### config.mk
export PLATFORM = sky130hd
export DESIGN_NAME = uart_16550_tx
export DESIGN_NICKNAME = d
export VERILOG_FILES = /design/src/rtl/uart_16550_tx.sv
export SDC_FILE = /design/constraint.sdc
export NUM_CORES = 1
export LEC_CHECK = 0
export CAP_MARGIN = 20
export CORE_ASPECT_RATIO = 0.7
export CORE_UTILIZATION = 65
export CTS_CLUSTER_DIAMETER = 40
export DETAILED_ROUTE_END_ITERATION = 16
export GPL_TIMING_DRIVEN = 0
export HOLD_SLACK_MARGIN = 0.05
export PLACE_DENSITY = 0.91
export SLEW_MARGIN = 5
export SYNTH_ARGS = -nofsm -noshare
export SYNTH_HDL_FRONTEND = slang
export SYNTH_SLANG_ARGS = --single-unit
### constraint.sdc
create_clock -name clk -period 6.9 [get_ports clk]
set_clock_uncertainty 0.05 [all_clocks]
set_input_delay 1.38 -clock clk [delete_from_list [all_inputs] [get_ports clk]]
set_output_delay 1.38 -clock clk [all_outputs]
set_load 0.05 [all_outputs]
### src/rtl/uart_16550_tx.sv
// uart_16550_tx: 16550-compatible transmit path with TX FIFO, 16x baud generator and frame serialiser
// Ports:
//   clk, rst_n        system clock, asynchronous active-low reset
//   divisor           16x tick every divisor clk cycles; 0 stops the baud clock
//   thr_wr, thr_data  THR write strobe and byte
//   fifo_en           FCR[0]; 0 limits the FIFO to a single holding register
//   tx_fifo_clr       FCR[2] pulse; flushes queued bytes
//   word_len, stop_bits, parity_en, even_parity, stick_parity, set_break  LCR fields
//   txd               serial output, idle high
//   thre, temt        holding register empty, transmitter empty
//   tx_level          FIFO occupancy
module uart_16550_tx #(
  parameter int FIFO_DEPTH = 16,
  parameter int DIV_W = 16
) (
  input  logic                          clk,
  input  logic                          rst_n,
  input  logic [DIV_W-1:0]              divisor,
  input  logic                          thr_wr,
  input  logic [7:0]                    thr_data,
  input  logic                          fifo_en,
  input  logic                          tx_fifo_clr,
  input  logic [1:0]                    word_len,
  input  logic                          stop_bits,
  input  logic                          parity_en,
  input  logic                          even_parity,
  input  logic                          stick_parity,
  input  logic                          set_break,
  output logic                          txd,
  output logic                          thre,
  output logic                          temt,
  output logic [$clog2(FIFO_DEPTH):0]   tx_level
);
  localparam int AW = $clog2(FIFO_DEPTH);
  localparam int LW = AW + 1;
  typedef enum logic [2:0] {IDLE, START, DATA, PARITY, STOP} stateT;
  stateT state;
  logic [DIV_W-1:0] baudCnt;
  logic tick;
  logic [7:0] mem [FIFO_DEPTH];
  logic [AW-1:0] rdPtr, wrPtr;
  logic fifoEnQ, flush, full, push, pop, stopEnd, idleNext;
  logic [LW-1:0] levelNext;
  logic [7:0] head, dataMask;
  logic headParity;
  logic [4:0] tickCnt, stopLast;
  logic [2:0] bitCnt, lastBit;
  logic [7:0] shReg;
  logic parityEn, parityBit, txdReg;
  always_ff @(posedge clk or negedge rst_n)
    if (!rst_n) baudCnt <= '0;
    else baudCnt <= (divisor == '0) ? '0 : (baudCnt == '0) ? divisor - DIV_W'(1) : baudCnt - DIV_W'(1);
  assign tick = (divisor != '0) && (baudCnt == '0);
  // toggling fifo_en flushes the queue just like an explicit clear
  assign flush = tx_fifo_clr || (fifo_en != fifoEnQ);
  assign full = tx_level >= (fifo_en ? LW'(FIFO_DEPTH) : LW'(1));
  assign push = thr_wr && !full && !flush;
  assign stopEnd = tick && (tickCnt == stopLast);
  // a pop happens from IDLE on any tick, or at the final stop tick for back-to-back frames
  assign pop = (tx_level != '0) && tick && (state == IDLE || (state == STOP && tickCnt == stopLast));
  assign levelNext = flush ? '0 : tx_level + LW'(push) - LW'(pop);
  assign idleNext = !pop && (state == IDLE || (state == STOP && stopEnd));
  assign head = mem[rdPtr];
  assign dataMask = 8'hFF >> (2'd3 - word_len);
  assign headParity = stick_parity ? ~even_parity : (^(head & dataMask)) ^ ~even_parity;
  assign txd = txdReg & ~set_break;
  always_ff @(posedge clk)
    if (push) mem[wrPtr] <= thr_data;
  always_ff @(posedge clk or negedge rst_n)
    if (!rst_n) begin
      tx_level <= '0;
      rdPtr <= '0;
      wrPtr <= '0;
      fifoEnQ <= 1'b0;
    end else begin
      tx_level <= levelNext;
      fifoEnQ <= fifo_en;
      rdPtr <= flush ? '0 : rdPtr + AW'(pop);
      wrPtr <= flush ? '0 : wrPtr + AW'(push);
    end
  always_ff @(posedge clk or negedge rst_n)
    if (!rst_n) begin
      state <= IDLE;
      txdReg <= 1'b1;
      tickCnt <= '0;
      bitCnt <= '0;
      lastBit <= '0;
      stopLast <= '0;
      shReg <= '0;
      parityEn <= 1'b0;
      parityBit <= 1'b0;
      thre <= 1'b1;
      temt <= 1'b1;
    end else begin
      thre <= levelNext == '0;
      temt <= (levelNext == '0) && idleNext;
      if (pop) begin
        state <= START;
        txdReg <= 1'b0;
        tickCnt <= '0;
        bitCnt <= '0;
        shReg <= head;
        lastBit <= 3'd4 + 3'(word_len);
        parityEn <= parity_en;
        parityBit <= headParity;
        stopLast <= !stop_bits ? 5'd15 : (word_len == 2'd0) ? 5'd23 : 5'd31;
      end else if (tick) begin
        tickCnt <= (state == IDLE) || (state == STOP ? tickCnt == stopLast : tickCnt == 5'd15) ? '0 : tickCnt + 5'd1;
        case (state)
          START:
            if (tickCnt == 5'd15) begin
              state <= DATA;
              txdReg <= shReg[0];
              shReg <= shReg >> 1;
            end
          DATA:
            if (tickCnt == 5'd15) begin
              if (bitCnt == lastBit) begin
                state <= parityEn ? PARITY : STOP;
                txdReg <= parityEn ? parityBit : 1'b1;
              end else begin
                bitCnt <= bitCnt + 3'd1;
                txdReg <= shReg[0];
                shReg <= shReg >> 1;
              end
            end
          PARITY:
            if (tickCnt == 5'd15) begin
              state <= STOP;
              txdReg <= 1'b1;
            end
          STOP:
            if (tickCnt == stopLast) state <= IDLE;
          default: ;
        endcase
      end
    end
endmodule
==> results of run 1 <==
[cell type report]
class                   count  area, µm²  share of cell area [%]
well taps                 162        203                    2.07
plain buffers              28        180                    1.84
clock inverters            13        143                    1.45
flip-flops and latches    187       5320                    54.3
multi-input cells         397       2990                    30.5
clock buffers              19        433                    4.41
inverters                  16       60.1                   0.612
repair buffers             48        473                    4.82
[state kept, by name (all words and copies together) (netlist names), 2 cells and up]
signal    cells
shReg         8
stopLast      3
lastBit       2
baudCnt      16
state         3
wrPtr         4
mem         128
tx_level      5
rdPtr         4
tickCnt       5
bitCnt        3
[worst min-delay path, stage by stage, from the launching register on]
cell,delay (ns)
dfrtp_1,0.37
nand2_1,0.05
nand2_1,0.05
[cell usage in the layout, fill, tap and decap left out, types with 4 or more instances in the layout]
master and n:
a21oi_1 25, a221oi_1 7, a221oi_2 9, a22oi_1 6, a31oi_1 4, and2_1 10, and3_1 4, buf_2 7
buf_4 5, buf_6 6, clkbuf_1 15, clkbuf_16 17, clkdlybuf4s50_1 42, dfrtp_1 56, edfxtp_1 128, ha_1 18
inv_1 15, mux2_2 9, mux2i_1 32, mux4_2 13, nand2_1 54, nand2b_1 9, nand3_1 9, nor2_1 57
nor2b_1 8, nor3_1 12, nor4_1 7, o21ai_0 23, or3_1 4, xnor2_1 15, xor2_1 15
[cells by family after synthesis]
group	share of synthesized area, %
simple gates	10.7
flops	62.2
compound gates	8.63
mux	9.27
buf+inv	2.81
xor+xnor	3.53
fa+ha+maj	2.87
[path summary, 6_finish.rpt]
| check | from | to | slack (ns) | cells after the start |
|---|---|---|---|---|
| setup / recovery | fifo_en | temt | 1.39 | 16 |
| hold / removal | lastBit[0] | lastBit[0] | 0.45 | 2 |
| setup reg to reg | tx_level[1] | temt | 2.47 | 15 |
| hold reg to reg | lastBit[0] | lastBit[0] | 0.45 | 2 |
| max in group asynchronous | rst_n | temt | 5.31 | 2 |
| min in group asynchronous | rst_n | parityEn | 0.85 | 1 |
[layer usage]
layer,track usage (%),up-vias
met2,50.4,446
met3,8.93,73
met1,45.2,2893
li1,-,2473
met5,0,-
met4,12.2,0
[per-stage QoR]
step / utilization [%] / instances / hold slack (ns) / worst slack, ns
after detailed placement: 73.1 / 838 / 0.440 / 1.09
after global placement: 72.7 / 833 / 0.434 / 1.20
final: 77.6 / 870 / 0.451 / 1.39
after floorplan: - / 628 / 0.398 / 2.27
after global routing: 77.6 / 870 / 0.484 / 1.14
after CTS: 77.6 / 870 / 0.456 / 1.43
[power by group]
part | internal, W | switching, W
combinational | 0.0000421 | 0.0000620
sequential | 0.00121 | 0.0000108
clock | 0.000537 | 0.000439
==> results.json, run 1 <==
{
  "status": "complete, but fails checks",
  "violations": "design-rule violations",
  "cts_hold_buffers": 0,
  "power_w": 0.00231,
  "slowest_delay_ns": 0.73,
  "worstPathCellList": "clkdlybuf4s50_1 > inv_1 > ha_1 > nand3_1 > o2111ai_1 > a2111oi_1 > inv_1 > ha_1 > inv_1 > ha_1 > fa_1 > xor2_1 > nor2_1 > or3_1 > nor3_1 > nor4b_1",
  "synthCells": 628,
  "met2WireLength_um": 9620,
  "cap_violations": 0,
  "ant_nets": 0,
  "synth_common_cells": "128 x edfxtp_1, 57 x nor2_1, 56 x dfrtp_1",
  "ctsResizeCount": 0,
  "dr.pass1.iters": 13,
  "slew_viol_final": 0,
  "syn_area_per_cell_um2": 13.6,
  "drtIter0Drc": 709,
  "drc": 2,
  "p_per_area_mw_per_mm2": 235,
  "finalHoldViolCount": 0,
  "cp.arrival_ns": 5.79,
  "max_freq_ghz": 0.182,
  "rows": 34,
  "antenna_found_initial": 0,
  "grt_pass1_vias": 5843,
  "start_kind": "primary input",
  "crit_fanout": 4,
  "min_period_ns": 5.51,
  "clk_pin_slew_ns": 0.07,
  "synth-edff-count": 128,
  "met1_length_um": 8330,
  "cts_setup_buffers": 0,
  "grt_overflow_total": 0,
  "setup_viol": 0,
  "wl_per_cell_um": 23.8,
  "synth-main-ff-cell": "edfxtp_1",
  "fp.dieW_um": 139,
  "stdcell_area_mm2": 0.00981,
  "synthTopCellsByArea": "edfxtp_1 45%, dfrtp_1 16%, mux2i_1 3.7%",
  "tns_ns": 0,
  "vias": 5885,
  "endpoint_kind": "flop",
  "syn_to_final_growth_pct": 14.6,
  "critPathRequiredTime_ns": 7.18,
  "n_antenna_cell": 0,
  "post-route-period-util_pct": 79.8,
  "rsz0062_at_grt": "no",
  "synth_cell_types": 60,
  "ys_seq_area_share_pct": 62.2,
  "grt_max_degree": 40,
  "io_pins": 44,
  "n_fill_cell": 652,
  "synth_top_cell_area_share_pct": 44.9,
  "met3_length_um": 2220,
  "start_util_pct": 67.7,
  "numPortBuffers": 43,
  "coreArea_mm2": 0.0126,
  "yosysWarnings": 0,
  "synth_nets": 683,
  "clock_latency_ns": 0.45,
  "synth_top_cell_by_area": "edfxtp_1",
  "synthesis.area_mm2": 0.00855,
  "yosysMostFrequentCell": "edfxtp_1",
  "max_slew.worst_pin.slew_ns": 1.05,
  "clock_path_buffers": 2,
  "critPathKind": "in2reg",
  "track_usage_pct": 32.7,
  "h-tree-depth": 4,
  "vdd_drop_max_uv": 236,
  "gp_congestion": 0.901,
  "cp_top_family": "adder cells",
  "dpl_cell_area_mm2": 0.00923,
  "hpwlAfterDp_um": 13100,
  "grt_pass1_wl_um": 32700,
  "dieArea_mm2": 0.0136,
  "holdCritPathClass": "reg2reg",
  "slew_headroom_pct": 29.8,
  "cts_root_buf": "clkbuf_16",
  "cts-buffers-inserted": 17,
  "wl_um": 20700,
  "synthArstFlopShare_pct": 31.6,
  "drive_gt1_share_pct": 13.6,
  "nNetsFinal": 750,
  "cts_tree": "done",
  "synth-seq-cells": 187,
  "top_layer_used": "met4",
  "viasPerCell": 6.76,
  "cp_slowest_cell": "a2111oi_1",
  "leakagePower_nw": 3.66,
  "chipHeight_um": 98.0,
  "cts_num_sinks": 187,
  "crit_buf_inv": 4
}
(Power assumes the default switching activity.)
==> inputs of run 2 (changes only) <==
CORE_UTILIZATION = 54   (was 65)
PLACE_DENSITY = 0.82   (was 0.91)
clock period = 4.75 ns   (was 6.9 ns; I/O delays follow)
==> run 2 against run 1 <==
- the run now ends clean
- first-iteration DRC count up 1.8%
- sequential power up 45%
- non-clock buffer count unchanged
- die area up 20%
- hold slack better by 0.0072 ns
- cell count up 4.4%
- largest cell class unchanged
==> results.json, run 2 (synthesis results as in run 1) <==
{
  "status": "completed",
  "clock_latency_ns": 0.44,
  "post-route-period-util_pct": 94.3,
  "rows": 38,
  "slew_headroom_pct": 34.2,
  "crit_fanout": 3,
  "p_per_area_mw_per_mm2": 335,
  "io_pins": 44,
  "stdcell_area_mm2": 0.00990,
  "dr.pass1.iters": 8,
  "start_util_pct": 55.2,
  "grt_max_degree": 31,
  "endpoint_kind": "flop",
  "antenna_found_initial": 0,
  "cts_hold_buffers": 0,
  "drc": 0,
  "cts_num_sinks": 187,
  "ant_nets": 0,
  "viasPerCell": 6.11,
  "grt_overflow_total": 0,
  "drive_gt1_share_pct": 14.5,
  "rsz0062_at_grt": "no",
  "hpwlAfterDp_um": 13200,
  "grt_pass1_wl_um": 29700,
  "leakagePower_nw": 3.67,
  "setup_viol": 0,
  "largest_register": "mem",
  "wl_um": 19300,
  "finalHoldViolCount": 0,
  "hp-start": "lastBit[0]",
  "cap_violations": 0,
  "clk_pin_slew_ns": 0.07,
  "n_fill_cell": 1068,
  "vias": 5551,
  "cts-buffers-inserted": 17,
  "cp.arrival_ns": 4.78,
  "n_antenna_cell": 0,
  "vdd_drop_max_uv": 309,
  "final_cell_mix": "128 x edfxtp_1, 57 x nor2_1, 56 x dfrtp_1",
  "layout_commonest_cell": "edfxtp_1",
  "max_freq_ghz": 0.223,
  "start_kind": "primary input",
  "drtIter0Drc": 722,
  "critPathRequiredTime_ns": 5.05,
  "min_period_ns": 4.48,
  "reg_top3": "mem x128, baudCnt x16, shReg x8",
  "dpl_cell_area_mm2": 0.00928,
  "r2r-end": "temt",
  "gp_congestion": 0.890,
  "reg2regPathDepth": 14,
  "hold_depth": 2,
  "cts_tree": "done",
  "clock_path_buffers": 2,
  "cts_root_buf": "clkbuf_16",
  "nNetsFinal": 750,
  "h-tree-depth": 4,
  "numPortBuffers": 43,
  "r2r_start": "tickCnt[0]",
  "coreArea_mm2": 0.0155,
  "chipHeight_um": 107,
  "largest_reg_flops": 128,
  "min_to": "lastBit[0]",
  "max_slew.worst_pin.slew_ns": 0.962,
  "slew_viol_final": 0,
  "r2r_slack_ns": 0.62,
  "track_usage_pct": 24.7,
  "syn_to_final_growth_pct": 15.7,
  "critPathKind": "in2reg",
  "tns_ns": 0,
  "dieArea_mm2": 0.0164,
  "holdCritPathClass": "reg2reg",
  "wl_per_cell_um": 21.2,
  "grt_pass1_vias": 5476,
  "fp.dieW_um": 152
}
==> run 2: cell types whose count changed in the layout (fill, tap and decap cells not counted), sizes merged <==
cell and change:
buf +1, clkinv +2, inv -2, clkbuf -1
==> run 2: area by class of cell <==
cell class	instances	area [µm²]	share of cell area (%)
multi-input cells	397	3030	30.6
well taps	200	250	2.53
plain buffers	27	176	1.78
flip-flops and latches	187	5320	53.8
inverters	16	60.1	0.607
clock inverters	13	144	1.45
repair buffers	49	483	4.88
clock buffers	19	433	4.37
==> run 2: critical path, cell delays in order <==
cell and delay [ns]:
clkdlybuf4s50_1 0.53, inv_1 0.11, ha_1 0.31, nand3_1 0.10
o2111ai_1 0.18, a2111oi_4 0.40, inv_1 0.13, ha_1 0.29
inv_1 0.04, ha_1 0.21, fa_1 0.42, xor2_1 0.18
nor2_1 0.06, or3_1 0.44, nor3_2 0.19, nor4b_2 0.25
==> run 2: worst max path at each step <==
stage            to  cells after the start  startpoint
2_1_floorplan  temt                     15     fifo_en
3_3_place_gp   temt                     16     fifo_en
3_5_place_dp   temt                     16     fifo_en
4_1_cts        temt                     15  divisor[5]
5_1_grt        temt                     16     fifo_en
6_report       temt                     16     fifo_en
==> run 2: repair_timing <==
action	CTS	global route
pin swaps	0	1
buffers inserted	0	1
resized for setup	2	5
setup endpoints to repair	2	1
==> run 2: stage by stage <==
| step | worst slack [ns] | cells | hold slack, ns | utilization (%) | total power (W) |
|---|---|---|---|---|---|
| after floorplan | 0.550 | 628 | 0.398 | - | 0.00187 |
| after global placement | -0.660 | 871 | 0.431 | 59.6 | 0.00194 |
| after detailed placement | -0.763 | 876 | 0.438 | 59.9 | 0.00196 |
| after CTS | 0.0349 | 907 | 0.459 | 63.7 | 0.00332 |
| after global routing | 0.0708 | 908 | 0.480 | 63.9 | 0.00340 |
| final | 0.271 | 908 | 0.458 | 63.9 | 0.00332 |
==> run 2: power by group <==
part	leakage (nW)	internal [W]	switching, W
clock network	0.270	0.000777	0.000608
logic	1.47	0.0000625	0.0000885
registers	1.93	0.00177	0.0000140
==> run 2: routing by layer <==
| layer | up-vias | track usage [%] | part of all wire, % |
|---|---|---|---|
| li1 | 2475 | - | - |
| met1 | 2763 | 33.4 | 41 |
| met2 | 278 | 39.8 | 48 |
| met3 | 35 | 5.19 | 8.4 |
| met4 | 0 | 9.24 | 1.8 |
| met5 | - | 0 | 0 |
